$ cat config.mk
export PLATFORM = sky130hd
export DESIGN_NAME = m68k_bus_initiator
export DESIGN_NICKNAME = d
export VERILOG_FILES = /design/src/rtl/m68k_bus_pkg.sv /design/src/rtl/bus_wait_timer.sv /design/src/rtl/m68k_bus_initiator.sv
export SDC_FILE = /design/constraint.sdc
export NUM_CORES = 1
export LEC_CHECK = 0
export CAP_MARGIN = 5
export CELL_PAD_IN_SITES_DETAIL_PLACEMENT = 0
export CELL_PAD_IN_SITES_GLOBAL_PLACEMENT = 1
export CORE_UTILIZATION = 25
export DETAILED_ROUTE_END_ITERATION = 8
export PLACE_DENSITY_LB_ADDON = 0.1
export SYNTH_ARGS = -nofsm -noshare
export SYNTH_HDL_FRONTEND = slang
export SYNTH_HIERARCHICAL = 1
export SYNTH_SLANG_ARGS = --single-unit
$ cat constraint.sdc
create_clock -name CLK -period 3 [get_ports CLK]
set_input_delay 0.6 -clock CLK [delete_from_list [all_inputs] [get_ports CLK]]
set_output_delay 0.6 -clock CLK [all_outputs]
set_load 0.02 [all_outputs]
$ cat src/rtl/m68k_bus_pkg.sv
// Shared types and constants for the 68000-style bus initiator.
//   bus_state_e : half-state sequencer encoding (IDLE, S0..S7)
//   bus_req_t   : request fields latched at acceptance
package m68k_bus_pkg;

    localparam int unsigned ADDR_W          = 23;
    localparam int unsigned DATA_W          = 16;
    localparam int unsigned DEFAULT_TIMEOUT = 64;
    localparam int unsigned DEFAULT_TMR_W   = 7;

    localparam logic RW_READ    = 1'b1;
    localparam logic RW_WRITE   = 1'b0;
    localparam logic STROBE_ON  = 1'b0;
    localparam logic STROBE_OFF = 1'b1;

    typedef enum logic [3:0] {
        IDLE,
        S0, S1, S2, S3, S4, S5, S6, S7
    } bus_state_e;

    typedef struct packed {
        logic [ADDR_W-1:0] addr;
        logic              rw;
        logic              uds;
        logic              lds;
        logic [DATA_W-1:0] wdata;
    } bus_req_t;

    // A request with no byte lane selected cannot produce a bus cycle.
    function automatic logic lanes_empty(input bus_req_t r);
        return !(r.uds || r.lds);
    endfunction

endpackage

$ cat src/rtl/bus_wait_timer.sv
// DTACK wait-state counter.
//   CLK, RESET_n : clock, async active-low reset
//   clear        : zero the count (wins over enable)
//   enable       : advance the count by one
//   expired_c    : count has reached TIMEOUT_CYCLES-1 (combinational)
module bus_wait_timer #(
    parameter int unsigned TIMEOUT_CYCLES = 64,
    parameter int unsigned TMR_W          = 7
) (
    input  logic CLK,
    input  logic RESET_n,
    input  logic clear,
    input  logic enable,
    output logic expired_c
);

    logic [TMR_W-1:0] count;

    // Wait-cycle count
    always_ff @(posedge CLK or negedge RESET_n) begin
        if (!RESET_n) begin
            count <= '0;
        end else if (clear) begin
            count <= '0;
        end else if (enable) begin
            count <= count + TMR_W'(1);
        end
    end

    assign expired_c = (count == TMR_W'(TIMEOUT_CYCLES - 1));

endmodule

$ cat src/rtl/m68k_bus_initiator.sv
// 68000-style bus master: turns one request into an S0..S7 bus cycle.
//   CLK, RESET_n                      : clock (one half-state), async active-low reset
//   bus_grant                         : bus ownership, sampled in IDLE only
//   req_valid/req_ready/req_*         : request handshake and fields
//   rsp_valid/rsp_rdata/rsp_err       : completion pulse, read data, error
//   ADDR/AS_n/UDS_n/LDS_n/RW          : bus address and strobes
//   D_OUT/D_OE/D_IN/DTACK_n           : data bus and slave acknowledge
// Outputs are registered from the next-state decision, so each output
// level reflects the state the sequencer is in during that CLK.
module m68k_bus_initiator
    import m68k_bus_pkg::*;
#(
    parameter int unsigned TIMEOUT_CYCLES = DEFAULT_TIMEOUT,
    parameter int unsigned TMR_W          = DEFAULT_TMR_W
) (
    input  logic              CLK,
    input  logic              RESET_n,
    input  logic              bus_grant,
    input  logic              req_valid,
    output logic              req_ready,
    input  logic [ADDR_W-1:0] req_addr,
    input  logic              req_rw,
    input  logic              req_uds,
    input  logic              req_lds,
    input  logic [DATA_W-1:0] req_wdata,
    output logic              rsp_valid,
    output logic [DATA_W-1:0] rsp_rdata,
    output logic              rsp_err,
    output logic [ADDR_W-1:0] ADDR,
    output logic              AS_n,
    output logic              UDS_n,
    output logic              LDS_n,
    output logic              RW,
    output logic [DATA_W-1:0] D_OUT,
    output logic              D_OE,
    input  logic [DATA_W-1:0] D_IN,
    input  logic              DTACK_n
);

    bus_state_e        state_q, state_d;
    bus_req_t          req_q, req_d;
    logic [ADDR_W-1:0] addr_d;
    logic [DATA_W-1:0] dout_d, rdata_d;
    logic              as_n_d, uds_n_d, lds_n_d, rw_d, oe_d;
    logic              ready_d, valid_d, err_d;
    logic              tmr_clear, tmr_enable, tmr_expired;

    bus_wait_timer #(
        .TIMEOUT_CYCLES (TIMEOUT_CYCLES),
        .TMR_W          (TMR_W)
    ) u_wait_timer (
        .CLK       (CLK),
        .RESET_n   (RESET_n),
        .clear     (tmr_clear),
        .enable    (tmr_enable),
        .expired_c (tmr_expired)
    );

    // Sequencer next state and next bus/response levels
    always_comb begin
        state_d    = state_q;
        req_d      = req_q;
        addr_d     = ADDR;
        dout_d     = D_OUT;
        rdata_d    = rsp_rdata;
        as_n_d     = AS_n;
        uds_n_d    = UDS_n;
        lds_n_d    = LDS_n;
        rw_d       = RW;
        oe_d       = D_OE;
        ready_d    = 1'b0;
        valid_d    = 1'b0;
        err_d      = 1'b0;
        tmr_clear  = 1'b1;
        tmr_enable = 1'b0;

        unique case (state_q)
            IDLE: begin
                if (req_valid && bus_grant) begin
                    req_d   = '{addr: req_addr, rw: req_rw, uds: req_uds,
                                lds: req_lds, wdata: req_wdata};
                    ready_d = 1'b1;
                    rdata_d = '0;
                    state_d = S0;
                    if (req_uds || req_lds) begin
                        rw_d   = req_rw;
                        addr_d = req_addr;
                    end
                end
            end
            S0: begin
                if (lanes_empty(req_q)) begin
                    // Nothing to transfer: report an error without touching the bus.
                    state_d = S7;
                    valid_d = 1'b1;
                    err_d   = 1'b1;
                end else begin
                    state_d = S1;
                end
            end
            S1: begin
                state_d = S2;
                as_n_d  = STROBE_ON;
                if (req_q.rw == RW_READ) begin
                    uds_n_d = !req_q.uds;
                    lds_n_d = !req_q.lds;
                end
            end
            S2: begin
                state_d = S3;
                if (req_q.rw == RW_WRITE) begin
                    dout_d = req_q.wdata;
                    oe_d   = 1'b1;
                end
            end
            S3: begin
                state_d = S4;
                if (req_q.rw == RW_WRITE) begin
                    uds_n_d = !req_q.uds;
                    lds_n_d = !req_q.lds;
                end
            end
            S4: begin
                // DTACK wins over a timeout landing on the same cycle.
                if (!DTACK_n) begin
                    state_d = S5;
                end else if (tmr_expired) begin
                    state_d = S7;
                    as_n_d  = STROBE_OFF;
                    uds_n_d = STROBE_OFF;
                    lds_n_d = STROBE_OFF;
                    valid_d = 1'b1;
                    err_d   = 1'b1;
                end else begin
                    tmr_clear  = 1'b0;
                    tmr_enable = 1'b1;
                end
            end
            S5: state_d = S6;
            S6: begin
                state_d = S7;
                as_n_d  = STROBE_OFF;
                uds_n_d = STROBE_OFF;
                lds_n_d = STROBE_OFF;
                valid_d = 1'b1;
                if (req_q.rw == RW_READ) begin
                    rdata_d = D_IN;
                end
            end
            S7: begin
                state_d = IDLE;
                oe_d    = 1'b0;
                rw_d    = RW_READ;
            end
            default: state_d = IDLE;
        endcase
    end

    // State, latched request and registered outputs
    always_ff @(posedge CLK or negedge RESET_n) begin
        if (!RESET_n) begin
            state_q   <= IDLE;
            req_q     <= '0;
            ADDR      <= '0;
            D_OUT     <= '0;
            rsp_rdata <= '0;
            AS_n      <= STROBE_OFF;
            UDS_n     <= STROBE_OFF;
            LDS_n     <= STROBE_OFF;
            RW        <= RW_READ;
            D_OE      <= 1'b0;
            req_ready <= 1'b0;
            rsp_valid <= 1'b0;
            rsp_err   <= 1'b0;
        end else begin
            state_q   <= state_d;
            req_q     <= req_d;
            ADDR      <= addr_d;
            D_OUT     <= dout_d;
            rsp_rdata <= rdata_d;
            AS_n      <= as_n_d;
            UDS_n     <= uds_n_d;
            LDS_n     <= lds_n_d;
            RW        <= rw_d;
            D_OE      <= oe_d;
            req_ready <= ready_d;
            rsp_valid <= valid_d;
            rsp_err   <= err_d;
        end
    end

endmodule

Word level (Yosys, flattened, before mapping):

Cells that the tools add are included.

* reductions and logical operators: 21
* equality and inequality tests: 18
* multiplexer cells: 36
* bitwise operators: 1
* add/subtract/negate cells: 1

Operators by type and width (count)
* 16-bit 2-to-1 mux: 2
* 16-bit one-hot mux with 2 select lines: 1
* 4-bit one-hot mux with 8 select lines: 1
* 1-bit 2-to-1 mux: 19
* 4-bit by 3-bit equality test with 1-bit output (second input constant): 4
* 4-bit 2-to-1 mux: 4
* 2-bit inequality test (second input constant): 8
* 7-bit 2-to-1 mux: 2
* 3-bit AND reduction: 4
* 4-bit by 2-bit equality test with 1-bit output (second input constant): 2
* 1-bit one-hot mux with 4 select lines: 2
* 2-bit AND reduction: 4
* 2-bit nonzero test: 4
* 7-bit by 1-bit adder with 7-bit output (second input constant): 1
* 7-bit by 6-bit equality test with 1-bit output (second input constant): 1
* 1-bit one-hot mux with 2 select lines: 3
* 1-bit one-hot mux with 3 select lines: 2
* 5-bit AND reduction: 1
* 4-bit by 1-bit equality test with 1-bit output (second input constant): 1
* 4-bit equality test (second input constant): 1
* 4-bit zero test: 1
* 4-bit nonzero test: 1
* 3-bit inequality test (second input constant): 1
* 3-bit nonzero test: 1
* 4 further kinds: 6

* output and inout port bits: 63
* input bits: 63
* register bits: 93

Logic depth before layout (Yosys ltp):

Gate-level depths: netlist (run 1).

* word-level depth: 6
* gate-level depth with buffers: 7
* mapped depth without buffers: 7

Hierarchy:

Netlist (run 1), hierarchy kept.

Modules (own cells, without submodules)
* m68k_bus_initiator: cells an instance 224, area an instance 3358.2 µm², times used 1, seq. area each 2157.1 µm²
* bus_wait_timer: cells an instance 30, area an instance 324.1 µm², times used 1, seq. area each 175.2 µm²

Least setup slack after synthesis (run 1):

OpenSTA, ideal clock, no wires.

* path type: register -> register
* from: register u_wait_timer.count[0]
* to: register u_wait_timer.count[5]
* library setup time: 80 ps
* data required time: 2920 ps
* slack: 761 ps
* arrival: 2158 ps
* buffers on the path: 0
* clock period less this slack: 2239 ps
* cell stages (with the launch flop): 8
* cell sequence: dfrtp_1 ha_1 nor3b_1 or4_1 inv_1 nand4_2 or3_1 a21oi_1

* longest elaborated chain between the ends: 5
* elaborated cells between the ends (all ways): 11
* classes of those cells: add/sub: 1; eq/ne: 1; mux: 8; reduce/logical: 1

Ends and longest elaborated chain
* from (decl): RTL line bus_wait_timer.sv:17 `logic [TMR_W-1:0] count;`
* from (signal assigned): RTL line bus_wait_timer.sv:26 `count <= count + TMR_W'(1);`
* 7-bit by 6-bit equality test with 1-bit output (*): RTL line bus_wait_timer.sv:30 `assign expired_c = (count == TMR_W'(TIMEOUT_CYCLES - 1));`
* named net tmr_expired: RTL line m68k_bus_initiator.sv:46 `logic tmr_clear, tmr_enable, tmr_expired;`
* 1-bit 2-to-1 mux (*): RTL line m68k_bus_initiator.sv:127 `end else if (tmr_expired) begin`
* 1-bit 2-to-1 mux (*): RTL line m68k_bus_initiator.sv:125 `if (!DTACK_n) begin`
* 1-bit 2-to-1 mux (*): RTL line m68k_bus_initiator.sv:77 `unique case (state_q)`
* named net tmr_clear: RTL line m68k_bus_initiator.sv:46
* 7-bit 2-to-1 mux / 2-bit nonzero test (equally long branches)

Mark *: on every way through the listed nets, which the timed path passes. The rest lies on a longest branch. The select of a mux whose other input is x is not followed.
A chain may end at the register's enable or synchronous reset.

Worst setup path in the final report (run 1):

Ends and elaborated chain as after synthesis.

==> results of run 1 <==
## power by group through the flow
stage,clock (µW),sequential (µW),combinational (µW)
final,1240,2160,2290
after global placement,0,2160,2320
after detailed placement,0,2190,2330
after CTS,1290,2170,2340
after floorplan,0,2570,845
after global routing,1340,2240,2480
## layout make-up
type	instances	share of cell area, %
Inverter	3	0.206
Clock inverter	5	1.53
Tap cell	180	4.11
Sequential cell	93	42.6
Timing Repair Buffer	132	24.0
Multi-Input combinational cell	146	23.1
Clock buffer	11	4.43
## synthesized netlist by cell type, types with 3 or more instances
| master | count | area share, % |
|---|---|---|
| buf_6 | 3 | 0.92 |
| a22o_1 | 16 | 3.8 |
| xor2_1 | 3 | 0.71 |
| a21oi_1 | 8 | 1.1 |
| clkbuf_1 | 3 | 0.31 |
| nand2_1 | 8 | 0.82 |
| dfstp_2 | 4 | 2.9 |
| inv_1 | 3 | 0.31 |
| dfrtp_1 | 89 | 60 |
| nor2_1 | 15 | 1.5 |
| mux2_2 | 57 | 17 |
| buf_4 | 3 | 0.61 |
| buf_2 | 3 | 0.41 |
| nor3_1 | 4 | 0.54 |
## metal layers
layer / up-vias / track usage, % / part of all wire, %
li1: 1177 / - / -
met5: - / 0 / 0
met1: 1252 / 15.0 / 46
met2: 97 / 18.5 / 45
met3: 9 / 4.98 / 8.1
met4: 0 / 5.42 / 1.7
## worst max path at each step
stage / startpoint / endpoint / slack (ps) / cells after the start
final: u_wait_timer/count[0] / u_wait_timer/count[5] / 740 / 7
after global routing: u_wait_timer/count[0] / u_wait_timer/count[5] / 610 / 7
after CTS: u_wait_timer/count[0] / u_wait_timer/count[5] / 720 / 7
after detailed placement: DTACK_n / u_wait_timer/count[5] / 390 / 7
after global placement: DTACK_n / u_wait_timer/count[5] / 430 / 7
after floorplan: u_wait_timer/count[0] / u_wait_timer/count[5] / 760 / 7
## cell families after synthesis
kind of cell	after synthesis	share of synthesized area, %
muxes	60	18.3
xor gates and xnor gates	4	0.952
and+or+nand+nor	47	7.71
buffers and inverters	15	2.55
adders and majority gates	1	0.340
DFF	93	63.3
AOI/OAI and AO/OA	34	6.83
## per-stage QoR
step	area [µm²]	hold slack, ps	power, µW	utilization (%)	setup slack [ps]
floorplan	3680	304	3420	-	761
global placement	5150	469	4490	36.4	426
detailed placement	5150	468	4520	36.4	386
CTS	5470	288	5790	38.7	723
global route	5470	313	6060	38.7	606
finish	5470	272	5690	38.7	737
## flip-flops by register name (all words and copies together) (netlist names)
register and flops:
req_q 19, rsp_rdata 16, rsp_err 1, ADDR 23
u_wait_timer/count 7, D_OUT 16, AS_n 1, RW 1
LDS_n 1, UDS_n 1, req_ready 1, rsp_valid 1
D_OE 1, state_q 4
==> results.md, run 1 <==
* Outcome: finished clean
* Clock Skews at 8.39 ps
* Initial drt markers at 88
* Reg2reg setup slack at 740 ps
* Yosys reg bits at 93
* Arr. time, crit path at 2540 ps
* Final std cells w/o fill at 570
* Vias per std cell at 4.45
* GR Overflow Total at 0
* Drc violations at 0
* Final setup viols at 0
* Unique masters post-synth at 44
* Worst-margin pin slew at 642 ps
* Psw at 1860 µW
* First-pass GRT wire length at 13.6 mm
* Hold Fails Final Rpt at 0
* Unrepaired setup endpoints after global routing: false
* DIE AREA at 15200 µm²
* Register clock-pin slew on the reported worst setup and hold paths at 70 ps
* Area of the core at 14100 µm²
* Clock tree from TritonCTS: built
* Seq/Total Area, Yosys at 63.3%
* Clock root cell: clkbuf_16
* Syn Area/Cell at 14.5 µm²
* Switching part of the total at 32.7%
* Hold buffer count at CTS at 0
* IO Pins at 126
* Number of global-route vias before repair at 2632
* FF-to-FF path depth at 7
* Sink Count at 93
* Fin nets at 449
* Critical path buffers and inverters at 1
* Post-cts repair resize count at 0
* Via count at 2535
* Worst path cell trace: ha_1 > nor3b_1 > or4_1 > inv_1 > nand4_2 > or3_1 > a21oi_1
* Layout cell share with drive strength beyond 1 at 23.1%
* Relative slew margins at 57.2%
* Reg power frac at 38.0%
* Drt pass-1 iters at 4
* Type of the worst setup path: register to register
* Final min period at 2260 ps
* Most common cell after layout, fill and taps aside: clkdlybuf4s50_1
* Logic pwr share at 40.3%
* Startpoint class of the critical path: register
* Setup TNS at 0 ps
* Ant diodes at 0
* Min-Delay Path Class: input pin to async pin
* CTS buffer count at 9
* Synthesized instance count at 254
* Placer Congestion at 0.722
* Synth warn at 6
* Worst Setup End Kind: register
* Drt wl/cell at 15.0 µm
* Row Count at 43
* Peak VDD IR at 0.407 mV
* CP max stage delay at 540 ps
* Post-Syn Nets at 318
* Storage cell area at 2330 µm²
* Leakage power figure at 0.00227 µW
* Area of the multi-input gates at 1260 µm²
* Worst R2R Start: u_wait_timer/count[0]
* Max-cap violations at 0
* RR Endpoint: u_wait_timer/count[5]
* Wirelength, routed at 8.57 mm
* DP Cell Count at 554
* Most frequent cells in the layout: clkdlybuf4s50_1 (124), dfrtp_1 (89), mux2_2 (57)
* Ys async rst share at 100%
* Tot GR Track Use at 12.2%
* Critical path's slowest cell: or4_1
* Top delay family on crit path: simple AND/OR/NAND/NOR gates
* Power Internal at 3830 µW
* Die Span Y at 123 µm
* Post-synth EDFFs at 0
* Crit path required time at 3280 ps
* Area Growth Syn to Fin at 48.7%
* Fill count at 1370
* Part of the power in the clock network at 21.7%
* Syn Std Cell Area at 3680 µm²
* CTS H-Tree Depth at 3
* Fmax at 442 MHz
* Die Wd at 123 µm
* IO buf count at 125
* Fin. max-slew vios at 0
* Clk_lat worst skew at 350 ps
* Detail Route Antenna Nets at 0
* Pwr dens at 1040 nW/µm²
* Setup bufs post-CTS at 0
* Initial antenna violation count at 0
* Main flop type after synthesis: dfrtp_1
* CTS max path bufs at 2
* Share of the clock period used by the worst path at 75.4%
* DP HPWL at 5.82 mm
* CP Max Fanout at 5
* Initial Util at 26.0%
* Largest net degree at the start of global routing at 49
Note: power is estimated with default switching activity, not from simulation.
==> run 2: changes to the inputs <==
==> constraint.sdc (replaced) <==
create_clock -name CLK -period 2.2 [get_ports CLK]
set_input_delay 0.44 -clock CLK [delete_from_list [all_inputs] [get_ports CLK]]
set_output_delay 0.44 -clock CLK [all_outputs]
set_load 0.02 [all_outputs]
==> run 2 against run 1 <==
Setup slack worse by 600 ps. Via count is 1.3% higher. Die area stayed put. Clock power is 32% higher. Routed wire length is 3.1% higher. Hold slack better by 200 ps. Sequential share of layout area is 0.73 points lower. Final area is 1.7% higher. Flip-flop and latch count stayed put. Critical endpoint unchanged. Largest cell class unchanged.
==> results.md, run 2 (same netlist as run 1, synthesis figures left out) <==
* Final setup viols at 0 (unchanged)
* Share of the clock period used by the worst path at 94.0% (+19 points)
* Wirelength, routed at 8.83 mm (+3.1%)
* DR top layer: met4
* Hold WS at 470 ps (+198 ps)
* Pwr Total at 7810 µW (+37%)
* Leakage power figure at 0.00233 µW (+2.7%)
* Top Registers: ADDR x23, req_q x19
* Initial Util at 26.0% (unchanged)
* Critical path's slowest cell: or4_4
* Drc violations at 0 (unchanged)
* Peak VDD IR at 0.527 mV (+29%)
* First-pass GRT wire length at 13.8 mm (+0.96%)
* Number of global-route vias before repair at 2626 (-0.23%)
* Power Internal at 5240 µW (+37%)
* Worst path cell trace: ha_1 > nor3b_1 > or4_4 > inv_2 > nand4_2 > or3_1 > a21oi_1
* Initial antenna violation count at 0 (unchanged)
* Reg power frac at 36.6% (-1.4 points)
* Area of the core at 14100 µm² (unchanged)
* Met2 routed WL at 4.00 mm (+4.9%)
* Outcome: finished clean
* Psw at 2570 µW (+38%)
* Type of the worst setup path: register to register
* Pwr dens at 1400 nW/µm² (+35%)
* DP HPWL at 6.06 mm (+4.2%)
* Worst-margin pin slew at 704 ps (+62.0 ps)
* Die Wd at 123 µm (unchanged)
* Register clock-pin slew on the reported worst setup and hold paths at 60 ps (about the same)
* Tot GR Track Use at 12.3% (+0.13 points)
* Row Count at 43 (unchanged)
* IO buf count at 125 (unchanged)
* Detail Route Antenna Nets at 0 (unchanged)
* Fmax at 484 MHz (+9.5%)
* Fin nets at 460 (+2.4%)
* Metal3 WL at 676 µm (-2.9%)
* Area Growth Syn to Fin at 51.2%
* Placer Congestion at 0.684 (-5.3%)
* CP max stage delay at 530 ps (about the same)
* Hold Fails Final Rpt at 0 (unchanged)
* Clock tree from TritonCTS: built
* Startpoint class of the critical path: register
* Worst Setup End Kind: register
* IO Pins at 126 (unchanged)
* Final std cells w/o fill at 581 (+1.9%)
* DIE AREA at 15200 µm² (unchanged)
* Clk_lat worst skew at 340 ps (about the same)
* Vias per std cell at 4.42 (-0.65%)
* Relative slew margins at 53.0% (-4.2 points)
* Sink Count at 93 (unchanged)
* GR Overflow Total at 0 (unchanged)
* Largest Register: ADDR
* Layout cell share with drive strength beyond 1 at 25.2% (+2.1 points)
* Clock Skews at 5.96 ps (-2.43 ps)
* Worst setup margin at 133 ps (-604 ps)
* Unrepaired setup endpoints after global routing: false
* Crit path required time at 2470 ps (-810 ps)
* Most common cell after layout, fill and taps aside: clkdlybuf4s50_1
* Max reg flops at 23 (unchanged)
* M1 WL at 4.04 mm (+3.2%)
* Largest net degree at the start of global routing at 56 (+14%)
* Setup Slack @ Placement at -89.5 ps (-476 ps)
* CP Max Fanout at 3 (-2)
* Drt wl/cell at 15.2 µm (+1.1%)
* Part of the power in the clock network at 21.0% (-0.7 points)
* Setup TNS at 0 ps (unchanged)
* Fin. max-slew vios at 0 (unchanged)
* DP Cell Count at 564 (+1.8%)
* Final min period at 2070 ps (-196 ps)
* CTS H-Tree Depth at 3 (unchanged)
* Ant diodes at 0 (unchanged)
* Drt pass-1 iters at 4 (unchanged)
* Die Span Y at 123 µm (unchanged)
* Logic pwr share at 42.4% (+2.1 points)
* Min-Delay Path Class: register to register
* Setup bufs post-CTS at 0 (unchanged)
* Switching part of the total at 32.9% (+0.17 points)
* CTS buffer count at 9 (unchanged)
* Clock root cell: clkbuf_16
* Arr. time, crit path at 2330 ps (-210 ps)
* Initial drt markers at 66 (-25%)
* Max-cap violations at 0 (unchanged)
* Via count at 2567 (+1.3%)
* Most frequent cells in the layout: clkdlybuf4s50_1 (124), dfrtp_1 (89), mux2_2 (57)
* CTS max path bufs at 2 (unchanged)
[run 2: changes by cell type in the layout (fill, tap and decap cells not counted), sizes merged]
cell / before / now
clkinv: 1 / 3
buf: 8 / 18
dlygate4sd3: 0 / 1
clkinvlp: 2 / 0
[run 2: per-stage QoR]
stage / cell area (µm²) / util (%)
after floorplan: 3680 / -
after global placement: 5250 / 37.1
after detailed placement: 5250 / 37.1
after CTS: 5570 / 39.3
after global routing: 5570 / 39.4
final: 5570 / 39.4
[run 2: what timing repair did]
item	in CTS	in global routing
hold buffers	1	0
setup endpoints to repair	0	1
hold endpoints to repair	12	0
gates resized for setup	0	1
[run 2: power by group through the flow]
stage          Sequential [µW]  Combinational (µW)  Clock, µW
5_1_grt                   2970                3560       1770
4_1_cts                   2870                3360       1700
2_1_floorplan             3510                1150          0
3_3_place_gp              2860                3340          0
6_report                  2860                3310       1640
3_5_place_dp              2900                3350          0
[run 2: final timing paths]
check                                 startpoint               endpoint  depth (start not counted)  slack [ps]
setup / recovery           u_wait_timer/count[1]  u_wait_timer/count[5]                          7         130
hold / removal                         req_q[16]                  LDS_n                          1         470
setup reg to reg           u_wait_timer/count[1]  u_wait_timer/count[5]                          7         130
hold reg to reg                        req_q[16]                  LDS_n                          1         470
max in group asynchronous                RESET_n                     RW                          3        1080
min in group asynchronous                RESET_n                ADDR[2]                          2         520
[run 2: critical path, delay by kind of cell, from the launching register on]
family,cells,cell delay (ps)
simple gates,4,1120
flops,1,410
fa+ha+maj,1,200
compound gates,1,160
buf+inv,1,100
[run 2: routing by layer]
| layer | vias up | track usage (%) |
|---|---|---|
| li1 | 1198 | - |
| met3 | 7 | 5.07 |
| met2 | 98 | 19.0 |
| met5 | - | 0 |
| met4 | 0 | 4.29 |
| met1 | 1264 | 15.3 |
[run 2: cell type report]
class / count / area (µm²)
Clock buffer: 11 / 233
Clock inverter: 5 / 75.1
Fill cell: 1359 / 8580
Inverter: 3 / 11.3
Multi-Input combinational cell: 146 / 1270
Sequential cell: 93 / 2330
Tap cell: 180 / 225
Timing Repair Buffer: 143 / 1420
==> run 3: changes to the inputs <==
--- a/config.mk
+++ b/config.mk
@@ -5,9 +5,11 @@
 export SDC_FILE = /design/constraint.sdc
 export NUM_CORES = 1
 export LEC_CHECK = 0
+export ABC_CLOCK_PERIOD_IN_PS = 2200
 export CAP_MARGIN = 5
 export CELL_PAD_IN_SITES_DETAIL_PLACEMENT = 0
 export CELL_PAD_IN_SITES_GLOBAL_PLACEMENT = 1
+export CORE_MARGIN = 2
 export CORE_UTILIZATION = 25
 export DETAILED_ROUTE_END_ITERATION = 8
 export PLACE_DENSITY_LB_ADDON = 0.1
==> run 3 against run 2 <==
Critical path depth did not move. Global-route usage fell by 0.34 points. Die area rose by 3.3%. Sequential share of layout area barely moved. Clock power fell by 4%. Routed wire length fell by 1.8%. Critical path type unchanged. Fmax rose by 0.72%. Clock skew fell by 1.1 ps. Setup slack improved by 15 ps.
==> results.md, run 3 (same netlist as run 1, synthesis figures left out) <==
* Outcome: finished clean
* Top Usage Layer GRT: met2
* Min-Delay Path Class: input pin to async pin
* Largest Register: ADDR
* Arr. time, crit path at 2320 ps (about the same)
* Tot GR Track Use at 11.9% (-0.34 points)
* Drt pass-1 iters at 4 (unchanged)
* Clock root cell: clkbuf_16
* Via count at 2524 (-1.7%)
* Clk_lat worst skew at 340 ps (about the same)
* Initial antenna violation count at 0 (unchanged)
* GRT met3 Usage at 4.92% (-0.15 points)
* Hold Fails Final Rpt at 0 (unchanged)
* Critical path's slowest cell: or4_4
* Placer Congestion at 0.737 (+7.8%)
* Area Growth Syn to Fin at 51.2% (about the same)
* CTS H-Tree Depth at 3 (unchanged)
* Final setup viols at 0 (unchanged)
* CTS buffer count at 9 (unchanged)
* Core Util, Final at 38.4% (-0.91 points)
* Leakage power figure at 0.00234 µW (+0.22%)
* Peak VDD IR at 0.662 mV (+26%)
* Reg2reg setup slack at 150 ps (about the same)
* Fin nets at 462 (+0.43%)
* Fill count at 1430 (+5.2%)
* Type of the worst setup path: register to register
* Max-cap violations at 0 (unchanged)
* CTS max path bufs at 2 (unchanged)
* Drc violations at 0 (unchanged)
* Clock tree from TritonCTS: built
* DIE AREA at 15700 µm² (+3.3%)
* Relative slew margins at 53.0% (about the same)
* Setup TNS at 0 ps (unchanged)
* Placed instance area at 5260 µm² (+0.14%)
* Final instance area at 5570 µm² (about the same)
* First-pass GRT wire length at 14.7 mm (+6.7%)
* Die Wd at 125 µm (+1.6%)
* Final min period at 2050 ps (-14.9 ps)
* Area of the core at 14500 µm² (+2.3%)
* Initial drt markers at 73 (+11%)
* Wirelength, routed at 8.67 mm (-1.8%)
* Met2 Use GR at 18.8% (-0.20 points)
* Detail Route Antenna Nets at 0 (unchanged)
* Vias per std cell at 4.30 (-2.7%)
* Row Count at 44 (+2.3%)
* Clock Skews at 4.84 ps (-1.11 ps)
* Top Registers: ADDR x23, req_q x19
* Die Span Y at 125 µm (+1.6%)
* Crit path required time at 2470 ps (about the same)
* FF-to-FF path depth at 7 (unchanged)
* Register clock-pin slew on the reported worst setup and hold paths at 70 ps (about the same)
* Worst Setup End Kind: register
* Startpoint class of the critical path: register
* IO Pins at 126 (unchanged)
* CP max stage delay at 520 ps (about the same)
* Setup Slack @ Placement at -55.9 ps (+33.7 ps)
* Sink Count at 93 (unchanged)
* Worst setup margin at 148 ps (+14.9 ps)
* Layout cell share with drive strength beyond 1 at 26.3% (+1.1 points)
* Drt wl/cell at 14.8 µm (-2.8%)
* DP HPWL at 6.03 mm (-0.47%)
* Largest net degree at the start of global routing at 94 (+68%)
* Number of global-route vias before repair at 2753 (+4.8%)
* Max reg flops at 23 (unchanged)
* Worst R2R Start: u_wait_timer/count[0]
* Worst-margin pin slew at 704 ps (+0.149 ps)
* IO buf count at 125 (unchanged)
* GR Overflow Total at 0 (unchanged)
* Most frequent cells in the layout: clkdlybuf4s50_1 (124), dfrtp_1 (89), mux2_2 (57)
* RR Endpoint: u_wait_timer/count[5]
* Worst path cell trace: ha_1 > nor3b_1 > or4_4 > inv_2 > nand4_2 > or3_1 > a21oi_1
* Most common cell after layout, fill and taps aside: clkdlybuf4s50_1
* Ant diodes at 0 (unchanged)
* Met1 Usage GRT at 14.6% (-0.71 points)
* Hold buffer count at CTS at 0 (-1)
* Initial Util at 25.4% (-0.59 points)
* Fmax at 487 MHz (+0.72%)
* Fin. max-slew vios at 0 (unchanged)
* Unrepaired setup endpoints after global routing: false
* CP Max Fanout at 3 (unchanged)
* Share of the clock period used by the worst path at 93.3% (-0.68 points)
* Pwr dens at 1390 nW/µm² (-0.77%)
## run 3: how the worst max path moves through the flow
stage	start	to	slack, ps	depth (start not counted)
2_1_floorplan	u_wait_timer/count[0]	u_wait_timer/count[5]	4	7
3_3_place_gp	DTACK_n	u_wait_timer/count[5]	-50	7
3_5_place_dp	DTACK_n	u_wait_timer/count[5]	-60	7
4_1_cts	u_wait_timer/count[0]	u_wait_timer/count[5]	100	7
5_1_grt	u_wait_timer/count[0]	u_wait_timer/count[5]	10	7
6_report	u_wait_timer/count[0]	u_wait_timer/count[5]	150	7
## run 3: per-stage QoR
stage	total power (µW)	hold WS [ps]	instances
2_1_floorplan	4660	144	254
3_3_place_gp	6230	462	570
3_5_place_dp	6260	459	570
4_1_cts	7900	164	586
5_1_grt	8250	190	587
6_report	7750	118	587
## run 3: metal layers
metal	up-vias	share of wire (%)
met2	82	46
met4	0	1.7
met3	8	7.5
li1	1201	-
met1	1233	45
met5	-	0
## run 3: layout make-up
type / instances / area [µm²] / share of cell area (%)
Clock buffer: 9 / 225 / 4.05
Clock inverter: 7 / 75.1 / 1.35
Inverter: 3 / 11.3 / 0.202
Multi-Input combinational cell: 146 / 1270 / 22.8
Sequential cell: 93 / 2330 / 41.9
Tap cell: 184 / 230 / 4.14
Timing Repair Buffer: 145 / 1420 / 25.6
## run 3: critical path: cells and delay by family (launching register included)
kind                     cells  cell delay, ps
buffers and inverters        1              90
adder cells (fa/ha/maj)      1             230
AND/OR/NAND/NOR              4            1100
flip-flops                   1             410
AO/OA/AOI/OAI                1             150
## run 3: power breakdown
| part | switching, µW | leakage (µW) | internal, µW |
|---|---|---|---|
| Sequential | 409 | 0.00116 | 2470 |
| Clock | 684 | 0.000150 | 887 |
| Combinational | 1500 | 0.00102 | 1790 |
| Total | 2600 | 0.00234 | 5150 |
## run 3: timing repair
| item | in CTS | in global routing |
|---|---|---|
| endpoints found under the setup margin | 0 | 1 |
| gates resized for setup | 0 | 2 |
| setup buffers | 0 | 1 |
